### config.mk
export PLATFORM = sky130hd
export DESIGN_NAME = fp_to_int_cvt
export DESIGN_NICKNAME = d
export VERILOG_FILES = /design/src/rtl/fp_to_int_cvt.sv
export SDC_FILE = /design/constraint.sdc
export NUM_CORES = 1
export LEC_CHECK = 0
export CAP_MARGIN = 20
export CELL_PAD_IN_SITES_DETAIL_PLACEMENT = 1
export CELL_PAD_IN_SITES_GLOBAL_PLACEMENT = 1
export CORE_MARGIN = 2
export CORE_UTILIZATION = 35
export DETAILED_ROUTE_END_ITERATION = 6
export PLACE_DENSITY = 0.62
export SKIP_LAST_GASP = 1
export SYNTH_ARGS = -nofsm -noshare
export SYNTH_HDL_FRONTEND = slang
export SYNTH_SLANG_ARGS = --single-unit
### constraint.sdc
create_clock -name clk -period 6.9 [get_ports clk]
set_input_delay 1.38 -clock clk [delete_from_list [all_inputs] [get_ports clk]]
set_output_delay 1.38 -clock clk [all_outputs]
set_load 0.02 [all_outputs]
### src/rtl/fp_to_int_cvt.sv
// fp_to_int_cvt: iterative IEEE-754 float to signed/unsigned integer converter with RISC-V rounding, saturation and flags
module fp_to_int_cvt #(
  parameter int EXP_W = 8,
  parameter int MAN_W = 23,
  parameter int INT_W = 32
) (
  input  logic                     clk,
  input  logic                     rst,
  input  logic                     in_valid,
  output logic                     in_ready,
  input  logic [EXP_W+MAN_W:0]     in_a,
  input  logic                     in_signed,
  input  logic [2:0]               in_rm,
  output logic                     out_valid,
  input  logic                     out_ready,
  output logic [INT_W-1:0]         out_z,
  output logic                     out_nv,
  output logic                     out_nx
);
  localparam int FW = EXP_W + MAN_W + 1;
  localparam int B = 2 ** (EXP_W - 1) - 1;
  localparam int CW = $clog2(INT_W + MAN_W + 3);
  localparam logic [INT_W-1:0] UMAX = '1, SMAX = UMAX >> 1, SMIN = ~SMAX;
  typedef enum logic [2:0] {IDLE, SPECIAL, ALIGN, ROUND, SAT, OUT} state_t;
  state_t st_q;
  logic [FW-1:0] a_q;
  logic sig_q, g_q, s_q, left_q, spec_q, nv_q, nx_q;
  logic [2:0] rm_q;
  logic [INT_W:0] mag_q;
  logic [CW-1:0] cnt_q;
  logic [INT_W-1:0] z_q, zs;
  logic sg, is_nan, is_inf, is_zero, big, left, inc, ovf;
  logic [EXP_W-1:0] ef;
  logic [MAN_W-1:0] mf;
  int e, sh;
  assign {sg, ef, mf} = a_q;
  assign in_ready = st_q == IDLE && !rst;
  assign out_valid = st_q == OUT;
  assign out_z = z_q;
  assign out_nv = nv_q;
  assign out_nx = nx_q;
  always_comb begin
    e = (ef == '0) ? 1 - B : int'({1'b0, ef}) - B;
    left = e >= MAN_W;
    sh = left ? e - MAN_W : (MAN_W - e > MAN_W + 2 ? MAN_W + 2 : MAN_W - e);
    is_nan = &ef && |mf;
    is_inf = &ef && ~|mf;
    is_zero = ~|ef && ~|mf;
    big = e >= INT_W;
    inc = rm_q == 3'd0 ? g_q & (s_q | mag_q[0]) :
          rm_q == 3'd2 ? sg & (g_q | s_q) :
          rm_q == 3'd3 ? ~sg & (g_q | s_q) :
          rm_q == 3'd4 ? g_q : 1'b0;
    ovf = sig_q ? (sg ? mag_q > {1'b0, SMIN} : mag_q > {1'b0, SMAX}) : (sg ? |mag_q : mag_q[INT_W]);
    zs = ovf ? (sig_q ? (sg ? SMIN : SMAX) : (sg ? '0 : UMAX)) :
               (sg ? -mag_q[INT_W-1:0] : mag_q[INT_W-1:0]);
  end
  // specials bypass the datapath but still pass through SAT so every result leaves via OUT
  always_ff @(posedge clk or posedge rst) begin
    if (rst) begin
      st_q <= IDLE;
      a_q <= '0;
      sig_q <= 1'b0;
      rm_q <= '0;
      mag_q <= '0;
      g_q <= 1'b0;
      s_q <= 1'b0;
      left_q <= 1'b0;
      spec_q <= 1'b0;
      cnt_q <= '0;
      z_q <= '0;
      nv_q <= 1'b0;
      nx_q <= 1'b0;
    end else begin
      case (st_q)
        IDLE: if (in_valid) begin
          a_q <= in_a;
          sig_q <= in_signed;
          rm_q <= in_rm;
          st_q <= SPECIAL;
        end
        SPECIAL: begin
          mag_q <= (INT_W+1)'({|ef, mf});
          g_q <= 1'b0;
          s_q <= 1'b0;
          left_q <= left;
          cnt_q <= CW'(sh);
          if (is_nan | is_inf | big | is_zero) begin
            z_q <= is_nan ? (sig_q ? SMAX : UMAX) :
                   is_zero ? '0 : (sg ? (sig_q ? SMIN : '0) : (sig_q ? SMAX : UMAX));
            nv_q <= ~is_zero;
            nx_q <= 1'b0;
            spec_q <= 1'b1;
            st_q <= SAT;
          end else begin
            spec_q <= 1'b0;
            st_q <= sh == 0 ? ROUND : ALIGN;
          end
        end
        ALIGN: begin
          mag_q <= left_q ? mag_q << 1 : mag_q >> 1;
          g_q <= left_q ? 1'b0 : mag_q[0];
          s_q <= left_q ? 1'b0 : s_q | g_q;
          cnt_q <= cnt_q - CW'(1);
          if (cnt_q == CW'(1)) st_q <= ROUND;
        end
        ROUND: begin
          mag_q <= mag_q + (INT_W+1)'(inc);
          st_q <= SAT;
        end
        SAT: begin
          if (!spec_q) begin
            z_q <= zs;
            nv_q <= ovf;
            nx_q <= ~ovf & (g_q | s_q);
          end
          st_q <= OUT;
        end
        OUT: if (out_ready) st_q <= IDLE;
        default: st_q <= IDLE;
      endcase
    end
  end
endmodule

==> results.sh <==
export IMPL_antennaDiodeCount=0
export IMPL_placed_cells=1310
export IMPL_cts_max_level=4
export IMPL_multiInputGateArea_um2=5082
export IMPL_wire_per_inst_um=20.19
export IMPL_cts_tree="built"
export IMPL_hold_buffers=0
export IMPL_overflow=0
export IMPL_worst_pin_slew_ps=1055
export IMPL_post_cts_repair_setup_buffers=0
export IMPL_synth_ff_type="dfrtp_1"
export IMPL_min_path_cells=2
export IMPL_grt_pass1_wl_um=44280
export IMPL_outcome="complete, no violations"
export IMPL_fp_dieH_um=159.2
export IMPL_fin_tns_setup_ps=0
export IMPL_cts_resized=0
export IMPL_synth_nets=1069
export IMPL_drt_iter0_markers=423
export IMPL_synth_top_area_share_pct=34.42
export IMPL_whs_endpoint="out_nx"
export IMPL_finalHoldViolations=0
export IMPL_synth_common_cells="dfrtp_1, nor2_1, nand2_1"
export IMPL_cp_max_fo=10
export IMPL_r2r_end="st_q[0]"
export IMPL_yosysSeqAreaShare_pct=34.42
export IMPL_maxCapViolations=0
export IMPL_clock_path_buffers=2
export IMPL_fin_crit_ps=4405
export IMPL_path_class="reg -> reg"
export IMPL_avgSynthCellArea_um2=8.451
export IMPL_crit_path_start_kind="flop"
export IMPL_hp_start="out_nx"
export IMPL_async_flop_share_pct=100.0
export IMPL_fin_hold_ws_ps=506.8
export IMPL_power_density_nw_per_um2=534.1
export IMPL_yosys_top_cells_area="dfrtp_1, ha_1, mux2_2, xnor2_1, nor2_1"
export IMPL_period_share_pct=63.85
export IMPL_netlist_area_um2=8434
export IMPL_viasPerCell=5.728
export IMPL_dp_hpwl_um=19430
export IMPL_arrival_ps=4730
export IMPL_root_buffer="clkbuf_16"
export IMPL_setup_viol=0
export IMPL_die_area_um2=25360
export IMPL_rsz0062_at_grt="false"
export IMPL_ir_drop_mv=0.1736
export IMPL_port_buffers=75
export IMPL_yosys_register_bits=116
export IMPL_crit_path_end_kind="flop"
export IMPL_ioPinCount=76
export IMPL_fmax_mhz=227.0
export IMPL_synth_cell_types=74
export IMPL_postLayoutCoreUtil_pct=42.41
export IMPL_initial_core_util_pct=35.83
export IMPL_slew_violations=0
export IMPL_syn2layout_area_growth_pct=18.37
export IMPL_core_um2=23540
export IMPL_r2r_cells=13
export IMPL_worstPathRequired_ps=7220
export IMPL_hp_class="reg -> reg"
export IMPL_track_usage_pct=21.70
export IMPL_yosysTopAreaCell="dfrtp_1"
export IMPL_ff_latch_area_um2=2904
export IMPL_rows=56
export IMPL_grt_pass1_vias=7571
export IMPL_synth_most_common_cell="dfrtp_1"
export IMPL_ys_warn_count=0
export IMPL_fin_worst_skew_ps=10.83
export IMPL_drt_first_pass_iters=4
export IMPL_clkTransAtPathRegs_ps=60
export IMPL_fill_cells=2752
export IMPL_cts_sinks=116
export IMPL_clkLatencyLatePin_ps=430
export IMPL_finalWeightedCongestion=0.8462
export IMPL_drive_gt1_share_pct=10.15
export IMPL_synth_edf_count=0
export IMPL_r2r_slack_ps=2490
export IMPL_drc=0
export IMPL_r2r_start="a_q[23]"
export IMPL_via_count=7699
export IMPL_cts_made_buffers=17
export IMPL_instances_no_fill=1344
export IMPL_grt_max_degree=68
export IMPL_antenna_found_initial=0
export IMPL_nNetsFinal=1083
export IMPL_wl_um=27130
export IMPL_die_x_um=159.2
export IMPL_slew_headroom_pct=29.67
export IMPL_synthCells=998
export IMPL_p_leak_nw=3.698
export IMPL_postRouteAntennaNets=0
==> registers in the layout, summed over array words and instances, names as in the netlist <==
name	cells
sig_q	1
a_q	32
out_nv	1
left_q	1
mag_q	33
spec_q	1
rm_q	3
out_z	32
s_q	1
g_q	1
out_nx	1
st_q	3
cnt_q	6
==> area by class of cell <==
cell class | count | share of cell area [%]
inverter | 30 | 1.153
clock inverter | 15 | 1.617
clock buffer | 17 | 4.261
multi-input combinational | 758 | 50.91
tap | 319 | 3.998
sequential | 116 | 29.09
timing repair buffer | 89 | 8.974
==> cells by family (layout without fill, tap and decap cells) <==
| logic type | Yosys count | in the layout | share of synthesized area, % |
|---|---|---|---|
| AO/OA/AOI/OAI | 279 | 279 | 22.40 |
| XOR/XNOR | 51 | 51 | 5.637 |
| adder cells (fa/ha/maj) | 31 | 31 | 4.599 |
| buffers and inverters | 124 | 151 | 5.667 |
| flip-flops | 116 | 116 | 34.42 |
| multiplexers | 53 | 53 | 6.779 |
| AND/OR/NAND/NOR | 344 | 344 | 20.50 |
==> metal layers <==
metal | wire length (µm) | part of all wire (%) | GRT usage [%]
met1 | 13850 | 51 | 32.23
met2 | 12070 | 44 | 33.04
met3 | 864 | 3.2 | 3.204
met4 | 348 | 1.3 | 5.413
met5 | 0 | 0 | 0
==> where the power goes <==
| part | internal, mW | leakage, nW | switching, mW |
|---|---|---|---|
| clock network | 0.512 | 0.281 | 0.388 |
| registers | 1.00 | 1.38 | 0.535 |
| logic | 1.26 | 2.04 | 1.64 |
==> worst max-delay path: stages, from the launching register on <==
cell	delay (ps)
dfrtp_1	480
ha_1	380
or3b_4	450
a2111oi_4	490
or2_1	310
nand2_1	120
ha_1	300
nor2_1	140
nand2_1	80
nor4_1	260
nand3_1	110
or4b_1	530
a2111o_1	420
o31ai_1	240
==> worst max-delay path by stage <==
| stage | depth (start not counted) | endpoint | startpoint | slack [ps] |
|---|---|---|---|---|
| after floorplan | 1 | a_q[0] | rst | 2450 |
| after global placement | 13 | st_q[0] | a_q[23] | 2640 |
| after detailed placement | 14 | st_q[0] | a_q[23] | 2510 |
| after CTS | 14 | st_q[0] | a_q[23] | 2470 |
| after global routing | 14 | st_q[0] | a_q[23] | 2070 |
| final | 13 | st_q[0] | a_q[23] | 2490 |
==> metrics by stage <==
| step | worst slack, ps | power (mW) | cell area (µm²) |
|---|---|---|---|
| 2_1_floorplan | 2448 | 3.478 | 8434 |
| 3_3_place_gp | 2643 | 4.348 | 9341 |
| 3_5_place_dp | 2506 | 4.391 | 9341 |
| 4_1_cts | 2475 | 5.314 | 9928 |
| 5_1_grt | 2066 | 5.761 | 9983 |
| 6_report | 2495 | 5.332 | 9983 |
==> cells in the final DEF, fill, tap and decap left out, drive strengths merged, types with 14 or more instances in the layout <==
master           n
o21ai           60
mux2i           20
o31ai           17
nand3           18
a211oi          38
xnor2           42
o22ai           16
a21oi           59
clkbuf          17
nor3            18
dfrtp          116
inv             39
mux2            33
nor2            90
ha              31
nand2           87
buf             14
nor4            43
nand4           19
clkdlybuf4s50   75
(Power assumes the default switching activity.)
